`src/rtl/imm_ext_arbiter.sv`:
```
// imm_ext_arbiter: round-robin share of one immediate sign-extender
// between the load/store unit (port 0) and the branch/jump unit (port 1).
//
// Ports:
//   clk, rst_n            clock, async active-low reset
//   req0_valid/ready      port 0 handshake
//   req0_imm, req0_long   port 0 immediate, 1 = JIMM_W-bit immediate
//   req1_valid/ready      port 1 handshake
//   req1_imm, req1_long   port 1 immediate, 1 = JIMM_W-bit (jal)
//   out_valid/ready       registered result slot handshake
//   out_data, out_id      sign-extended immediate and requester id
module imm_ext_arbiter #(
  parameter int XLEN   = 32,
  parameter int IMM_W  = 12,
  parameter int JIMM_W = 20
) (
  input  logic              clk,
  input  logic              rst_n,
  input  logic              req0_valid,
  output logic              req0_ready,
  input  logic [JIMM_W-1:0] req0_imm,
  input  logic              req0_long,
  input  logic              req1_valid,
  output logic              req1_ready,
  input  logic [JIMM_W-1:0] req1_imm,
  input  logic              req1_long,
  output logic              out_valid,
  input  logic              out_ready,
  output logic [XLEN-1:0]   out_data,
  output logic              out_id
);

  typedef enum logic {
    EMPTY = 1'b0,
    FULL  = 1'b1
  } state_t;

  state_t state;
  state_t state_nxt;

  logic last_grant;
  logic can_accept;
  logic grant0;
  logic grant1;
  logic fire;

  logic [JIMM_W-1:0] sel_imm;
  logic              sel_long;
  logic [XLEN-1:0]   ext_data;

  function automatic logic [XLEN-1:0] ext(
    input logic [JIMM_W-1:0] imm,
    input logic              lng
  );
    logic [XLEN-1:0] r;
    if (lng) begin
      r = {{(XLEN-JIMM_W){imm[JIMM_W-1]}}, imm};
    end else begin
      r = {{(XLEN-IMM_W){imm[IMM_W-1]}},
           imm[IMM_W-1:0]};
    end
    return r;
  endfunction

  assign can_accept = (state == EMPTY) | out_ready;

  // Items are mutually exclusive so the unique check holds.
  // On a tie, last_grant=1 means port 0 goes next.
  always_comb begin
    grant0 = 1'b0;
    grant1 = 1'b0;
    if (can_accept) begin
      unique case (1'b1)
        (req0_valid & req1_valid): begin
          grant0 = last_grant;
          grant1 = ~last_grant;
        end
        (req0_valid & ~req1_valid): begin
          grant0 = 1'b1;
        end
        (~req0_valid & req1_valid): begin
          grant1 = 1'b1;
        end
        default: begin
          grant0 = 1'b0;
          grant1 = 1'b0;
        end
      endcase
    end
  end

  assign req0_ready = grant0;
  assign req1_ready = grant1;
  assign fire       = grant0 | grant1;

  assign sel_imm  = grant1 ? req1_imm  : req0_imm;
  assign sel_long = grant1 ? req1_long : req0_long;
  assign ext_data = ext(sel_imm, sel_long);

  always_comb begin
    state_nxt = state;
    unique case (state)
      EMPTY: begin
        if (fire) state_nxt = FULL;
      end
      FULL: begin
        if (fire) begin
          state_nxt = FULL;
        end else if (out_ready) begin
          state_nxt = EMPTY;
        end
      end
      default: state_nxt = EMPTY;
    endcase
  end

  assign out_valid = (state == FULL);

  always_ff @(posedge clk or negedge rst_n) begin
    if (!rst_n) begin
      state      <= EMPTY;
      last_grant <= 1'b1;
      out_data   <= '0;
      out_id     <= 1'b0;
    end else begin
      state <= state_nxt;
      if (fire) begin
        out_data   <= ext_data;
        out_id     <= grant1;
        last_grant <= grant1;
      end
    end
  end

endmodule

```
`config.mk`:
```
export PLATFORM = sky130hd
export DESIGN_NAME = imm_ext_arbiter
export DESIGN_NICKNAME = d
export VERILOG_FILES = /design/src/rtl/imm_ext_arbiter.sv
export SDC_FILE = /design/constraint.sdc
export NUM_CORES = 1
export LEC_CHECK = 0
export ABC_AREA = 1
export BUFFER_PORTS_ARGS = -buffer_cell sky130_fd_sc_hd__buf_2
export CORE_MARGIN = 2
export CORE_UTILIZATION = 48
export CTS_BUF_LIST = sky130_fd_sc_hd__clkbuf_8
export CTS_CLUSTER_DIAMETER = 120
export CTS_CLUSTER_SIZE = 20
export DETAILED_ROUTE_END_ITERATION = 12
export HOLD_SLACK_MARGIN = 0.03
export PLACE_DENSITY_LB_ADDON = 0.12
export SLEW_MARGIN = 10
export SYNTH_ARGS = -nofsm -noshare
export SYNTH_HDL_FRONTEND = slang
export SYNTH_SLANG_ARGS = --single-unit
```
`constraint.sdc`:
```
create_clock -name clk -period 2.02 [get_ports clk]
set_input_delay 0.202 -clock clk [delete_from_list [all_inputs] [get_ports clk]]
set_output_delay 0.202 -clock clk [all_outputs]
set_load 0.02 [all_outputs]
```
==> flow_summary_export.csv, run 1 <==
group,metric,value,unit
global_routing,grt_overflow_total,0,
cts,ctsResizeCount,0,
critical_path,endpoint_kind,"primary output",
critical_path,reg2reg_to,"out_data[14]$_DFFE_PN0P_",
detailed_routing,wire_per_inst,11.2,um
worst_hold_path,min_delay_path_depth,3,
global_routing,grt_pass1_vias,1189,
global_routing,grt_pass1_wl,5110,um
yosys,syn_inst,182,
worst_hold_path,worstHoldEndpoint,"out_data[6]$_DFFE_PN0P_",
global_routing,top_usage_layer,"met2",
worst_hold_path,hp-class,"in -> reg",
sta,rsz0062_at_grt,"no",
critical_path,critPathTopFamily,"flip-flops",
detailed_routing,drc,0,
global_routing,use_met2,30.0,%
sta,finalSetupTns,0,ns
yosys,synth_warnings,0,
detailed_routing,ant_nets,0,
pwr,p_switching,0.000600,W
place,postPlaceCellArea,1660,um^2
critical_path,critPathSlowestCell,"dfstp_2",
pwr,p_comb_share,40.8,%
sta,fmax,0.544,GHz
critical_path,arrival,1.64,ns
sta,fin_crit_sh,91.0,%
detailed_routing,vias_per_cell,4.88,
yosys,synth_nets,229,
cts,cts_setup_buffers,0,
detailed_routing,via_count,1365,
pwr,p_sw_share,40.3,%
detailed_routing,wl,3130,um
final_layout,drive_gt1_share,39.0,%
sta,tightestPinTransition,0.505,ns
outcome,status,"complete, no violations",
place,io_buffer_count,82,
sta,setup_violations,0,
critical_path,path_class,"reg -> out",
critical_path,r2r_start,"last_grant$_DFFE_PN1P_",
pwr,p_leak,1.02,nW
cts,numCtsBuffers,3,
cts,clk_latency,0.26,ns
cts,clk_path_buf_depth,2,
worst_hold_path,min_from,"req1_imm[6]",
final_layout,nFillCells,275,
cts,htree_levels,1,
pwr,power_density,868,nW/um^2
die,io_pins,83,
pwr,ir_drop,0.536,mV
yosys,synthDistinctLibCells,18,
sta,finalCriticalPeriod,1.84,ns
pwr,p_seq_share,40.5,%
critical_path,worst-path-buf-inv,2,
pwr,p_int,0.000890,W
final_layout,num_antenna_cells,0,
die,fp.dieArea,3290,um^2
critical_path,cp_slowest_stage_delay,0.54,ns
critical_path,worstSetupStartpointType,"flop",
critical_path,rrSetupSlack,0.44,ns
global_routing,use_met1,28.1,%
die,row_count,19,
critical_path,crit_required,1.82,ns
cts,clkSlewWorstSetupHoldPaths,0.08,ns
die,die_height,57.4,um
final_layout,final_area,1720,um^2
yosys,synth_seq_cells,23,
critical_path,cp_cell_sequence,"nand2_2 > nand3_4 > inv_2 > buf_2",
global_routing,grt_max_degree,26,
die,core_area,2730,um^2
detailed_routing,dr.pass1.iters,4,
cts,cts-root-buf,"clkbuf_8",
die,start_util,50.0,%
pwr,clockPowerShare,18.7,%
critical_path,rr_worst_depth,8,
detailed_routing,initialDrtViolationCount,29,
flow_run,max_cap_violations,0,
die,die_w,57.4,um
sta,hold_violations,0,
final_layout,num-nets-final,297,
sta,slew_viol_final,0,
cts,cts_sinks,23,
final_layout,area_growth,25.5,%
place,gp_congestion,0.788,
cts,cts_tree,"built",
global_routing,antenna_found_initial,0,
sta,finClkSkew,0.00347,ns
yosys,ys_seq_area_share,42.2,%
critical_path,cp_max_fo,25,
yosys,syn-cell-area,1370,um^2
sta,relSlewSlack,66.3,%
global_routing,grtUsageTotal,19.4,%
global_routing,gr-usage-met3,2.27,%
place,hpwl,2430,um
yosys,syn-mean-instance-area,7.51,um^2
area by class of cell:
cell class	count	area (um^2)	area share, %
clock buffer	3	41.3	2.41
clock inverter	1	3.75	0.219
inverter	6	22.5	1.31
multi-input combinational	131	598	34.8
sequential	23	577	33.6
tap	31	38.8	2.26
timing repair buffer	85	435	25.4
stage by stage:
stage	util [%]	power, W	setup slack (ns)	hold slack (ns)	std cells
2_1_floorplan	-	0.00108	0.584	-0.0936	182
3_3_place_gp	60.8	0.00121	0.490	0.205	275
3_5_place_dp	60.8	0.00123	0.443	0.203	275
4_1_cts	62.8	0.00150	0.172	0.195	280
5_1_grt	62.8	0.00159	0.0886	0.193	280
6_report	62.8	0.00149	0.181	0.195	280
repair_timing:
action,CTS,global route
hold buffers,1,0
endpoints found under the hold margin,22,0
endpoints found under the setup margin,0,0
layer usage:
layer,wire length [um],vias to the layer above
met5,0,-
met4,36,0
met3,218,4
met2,1460,58
met1,1410,603
li1,-,700
synthesized netlist by cell type:
cell type,n,area (um^2)
dfstp_2,1,26.3
o21ai_0,2,10.0
a21oi_1,1,5.00
nand4_4,1,21.3
nand4_1,10,62.6
o21ai_2,1,8.76
inv_1,4,15.0
dfrtp_1,22,551
nor2_1,11,41.3
inv_2,2,7.51
buf_4,14,105
o21ai_1,21,105
nand2_2,3,18.8
buf_2,4,20.0
nand2_1,79,297
nand2_4,1,11.3
buf_6,4,45.0
nand3_4,1,17.5
worst max-delay path by stage:
stage / start / to / cells after the start
2_1_floorplan: out_valid$_DFF_PN0_ / req0_ready / 4
3_3_place_gp: last_grant$_DFFE_PN1P_ / out_data[14]$_DFFE_PN0P_ / 8
3_5_place_dp: last_grant$_DFFE_PN1P_ / out_data[30]$_DFFE_PN0P_ / 8
4_1_cts: last_grant$_DFFE_PN1P_ / req1_ready / 4
5_1_grt: last_grant$_DFFE_PN1P_ / req1_ready / 4
6_report: last_grant$_DFFE_PN1P_ / req1_ready / 4
kinds of logic after synthesis:
group / after synthesis / synth area share (%)
simple gates: 106 / 34.3
buf+inv: 28 / 14.1
compound gates: 25 / 9.42
flops: 23 / 42.2
layout by cell type, fill, tap and decap left out:
cell type	Yosys	routed
buf_2	4	82
nand2_1	79	79
dfrtp_1	22	22
o21ai_1	21	21
nor2_1	11	11
nand4_1	10	10
inv_1	4	5
nand2_2	3	3
clkbuf_8	0	3
inv_2	2	2
o21ai_0	2	2
buf_4	14	2
nand3_4	1	1
a21oi_1	1	1
o21ai_2	1	1
nand4_4	1	1
nand2_4	1	1
dlygate4sd3_1	0	1
dfstp_2	1	1
power groups by stage:
stage	logic (W)	clock network, W	registers, W
after detailed placement	0.000612	0	0.000614
after floorplan	0.000362	0	0.000719
final	0.000608	0.000279	0.000603
after global routing	0.000669	0.000301	0.000617
after CTS	0.000615	0.000283	0.000605
after global placement	0.000607	0	0.000608
worst reg2reg max path, stage by stage (launching register included):
cell and delay [ns]:
dfstp_2 0.54, nand2_2 0.17, nand3_4 0.30, nand2_1 0.15, nand2_4 0.11, nand2_1 0.06
nand2_1 0.08, nand2_1 0.05, nand2_1 0.06
state kept, by name, indices dropped and copies added (netlist names):
register	flops
out_data	20
out_id	1
out_valid	1
last_grant	1
Power figures use the tool's default switching activity.
==> run 2, diff against run 1 <==
--- a/config.mk
+++ b/config.mk
@@ -5,10 +5,11 @@
 export SDC_FILE = /design/constraint.sdc
 export NUM_CORES = 1
 export LEC_CHECK = 0
-export ABC_AREA = 1
 export BUFFER_PORTS_ARGS = -buffer_cell sky130_fd_sc_hd__buf_2
+export CELL_PAD_IN_SITES_DETAIL_PLACEMENT = 1
+export CELL_PAD_IN_SITES_GLOBAL_PLACEMENT = 2
 export CORE_MARGIN = 2
-export CORE_UTILIZATION = 48
+export CORE_UTILIZATION = 25
 export CTS_BUF_LIST = sky130_fd_sc_hd__clkbuf_8
 export CTS_CLUSTER_DIAMETER = 120
 export CTS_CLUSTER_SIZE = 20
==> flow_summary_export.csv, run 2 <==
group,metric,value,unit
outcome,status,"complete, no violations",
critical_path,critPathSlowestCell,"nor4b_4",
die,start_util,26.1,%
place,gp_congestion,0.749,
global_routing,grt_pass1_vias,1394,
final_layout,area_growth,32.6,%
detailed_routing,vias_per_cell,4.71,
critical_path,rr_worst_depth,3,
pwr,clockPowerShare,19.5,%
cts,htree_levels,1,
critical_path,critPathTopFamily,"simple AND/OR/NAND/NOR gates",
pwr,p_leak,0.913,nW
critical_path,crit_required,2.13,ns
worst_hold_path,min_delay_path_depth,3,
final_layout,ff_latch_area,577,um^2
final_layout,top_register,"out_data",
pwr,ir_drop,0.220,mV
cts,ctsResizeCount,0,
yosys,syn-mean-instance-area,9.06,um^2
final_layout,multi_input_comb_area,519,um^2
global_routing,antenna_found_initial,0,
critical_path,worst-path-buf-inv,0,
critical_path,arrival,1.76,ns
yosys,ys_top_cells_by_area,"dfrtp_1, o2111ai_1, buf_4",
sta,fin_crit_sh,81.8,%
detailed_routing,ant_nets,0,
final_layout,layout_commonest_cell,"buf_2",
global_routing,grt_overflow_total,0,
sta,layout_setup_ws,0.368,ns
place,post-place-ws,0.375,ns
global_routing,grt_max_degree,24,
global_routing,grtUsageTotal,14.8,%
yosys,async_flop_share,100,%
detailed_routing,drc,0,
final_layout,largest_reg_flops,20,
critical_path,cp_max_fo,13,
cts,cts_setup_buffers,0,
cts,clk_latency,0.26,ns
cts,numCtsBuffers,3,
sta,relSlewSlack,58.9,%
cts,clkSlewWorstSetupHoldPaths,0.08,ns
global_routing,use_met1,18.7,%
die,io_pins,83,
critical_path,cp_cell_sequence,"and2b_1 > nor4b_4 > a222oi_1",
sta,finalSetupTns,0,ns
pwr,p_seq_share,41.0,%
yosys,synthFlopType,"dfrtp_1",
sta,fmax,0.605,GHz
yosys,synth_nets,194,
final_layout,num_antenna_cells,0,
die,die_w,77.0,um
final_layout,num-nets-final,262,
pwr,p_int,0.000889,W
global_routing,gr-usage-met3,3.88,%
die,core_area,5110,um^2
sta,setup_violations,0,
sta,tightestPinTransition,0.612,ns
pwr,p_sw_share,39.1,%
detailed_routing,wl,4330,um
place,hpwl,3160,um
cts,cts-root-buf,"clkbuf_8",
cts,cts_tree,"built",
global_routing,top_usage_layer,"met2",
yosys,synth_common_cells,"inv_1, dfrtp_1, nand2_1",
critical_path,cp_slowest_stage_delay,0.58,ns
die,fp.dieArea,5930,um^2
yosys,synth.most_common_cell,"inv_1",
cts,clk_path_buf_depth,2,
detailed_routing,dr.pass1.iters,5,
sta,hold_violations,0,
pwr,p_switching,0.000571,W
yosys,synthDistinctLibCells,26,
yosys,yosysTopAreaCellShare,41.4,%
flow_run,max_cap_violations,0,
sta,slew_viol_final,0,
sta,finClkSkew,0.00126,ns
yosys,ys_seq_area_share,43.3,%
detailed_routing,wire_per_inst,15.2,um
place,io_buffer_count,82,
final_layout,mostFrequentLayoutCells,"buf_2, inv_1, dfrtp_1",
pwr,p_comb_share,39.5,%
global_routing,grt_pass1_wl,6960,um
critical_path,endpoint_kind,"flop",
detailed_routing,initialDrtViolationCount,117,
cts,cts_sinks,23,
global_routing,use_met2,24.7,%
detailed_routing,via_count,1338,
yosys,syn-cell-area,1330,um^2
final_layout,drive_gt1_share,43.5,%
yosys,synth_seq_cells,23,
final_layout,nFillCells,637,
critical_path,worstSetupStartpointType,"flop",
sta,finalCriticalPeriod,1.65,ns
critical_path,path_class,"reg -> reg",
pwr,power_density,827,nW/um^2
die,die_height,77.0,um
yosys,syn_inst,147,
die,row_count,26,
yosys,synth_warnings,0,
yosys,synth_top_area_cell,"dfrtp_1",
worst_hold_path,hp-class,"in -> reg",
critical_path,cp.depth,3,
yosys,synth-edff-count,0,
sta,rsz0062_at_grt,"no",
-- run 2: cell types whose count changed after synthesis, sizes merged, moves of 8 or more --
cell / change
nand4: -11
o211ai: +12
nor2: -9
nand2: -63
a222oi: +8
o21ai: -11
o2111ai: +12
inv: +17
-- run 2: layout make-up --
type	instances	area share, %
flip-flops and latches	23	32.7
inverters	23	4.89
multi-input cells	77	29.4
clock buffers	3	2.34
repair buffers	87	25.5
clock inverters	1	0.213
well taps	70	4.96
-- run 2: kinds of logic (layout without fill, tap and decap cells) --
family | Yosys count | count (layout) | share of synthesized area (%)
and+or+nand+nor | 28 | 28 | 11.1
AOI/OAI and AO/OA | 49 | 49 | 27.9
DFF | 23 | 23 | 43.3
buffers and inverters | 47 | 114 | 17.7
-- run 2: worst paths after layout --
check | startpoint | endpoint | slack (ns)
hold reg to reg | out_id$_DFFE_PN0P_ | out_id$_DFFE_PN0P_ | 0.52
setup reg to reg | out_valid$_DFF_PN0_ | out_data[15]$_DFFE_PN0P_ | 0.37
hold / removal | req1_imm[16] | out_data[16]$_DFFE_PN0P_ | 0.19
min in group asynchronous | rst_n | out_data[30]$_DFFE_PN0P_ | 0.46
max in group asynchronous | rst_n | last_grant$_DFFE_PN1P_ | 1.19
setup / recovery | out_valid$_DFF_PN0_ | out_data[15]$_DFFE_PN0P_ | 0.37
-- run 2: layer usage --
layer	vias to the layer above	share of wire (%)
met4	0	0.53
met2	58	46
met1	630	46
met3	2	7.4
met5	-	0
li1	648	-
-- run 2: metrics by stage --
step / util (%) / total power, W / hold slack [ns] / cell area [um^2] / cells
after floorplan: - / 0.00101 / -0.0936 / 1330 / 147
after global placement: 33.5 / 0.00118 / 0.223 / 1710 / 279
after detailed placement: 33.5 / 0.00119 / 0.228 / 1710 / 279
after CTS: 34.6 / 0.00149 / 0.171 / 1770 / 284
after global routing: 34.6 / 0.00156 / 0.181 / 1770 / 284
final: 34.6 / 0.00146 / 0.186 / 1770 / 284
-- run 2: worst register-to-register path, delay by kind of cell, from the launching register on --
kind,cells,cell delay [ns]
and+or+nand+nor,2,0.91
AOI/OAI and AO/OA,1,0.18
DFF,1,0.41
-- run 2: power by group through the flow --
stage               registers (W)  logic (W)  clock network, W
floorplan                0.000708   0.000307                 0
global placement         0.000606   0.000573                 0
detailed placement       0.000609   0.000582                 0
CTS                      0.000601   0.000585          0.000303
global route             0.000613   0.000625          0.000318
finish                   0.000598   0.000576          0.000285
-- run 2: repair_timing --
action	in CTS	in global routing
endpoints found under the hold margin	22	0
setup endpoints to repair	0	0
hold buffers	1	0
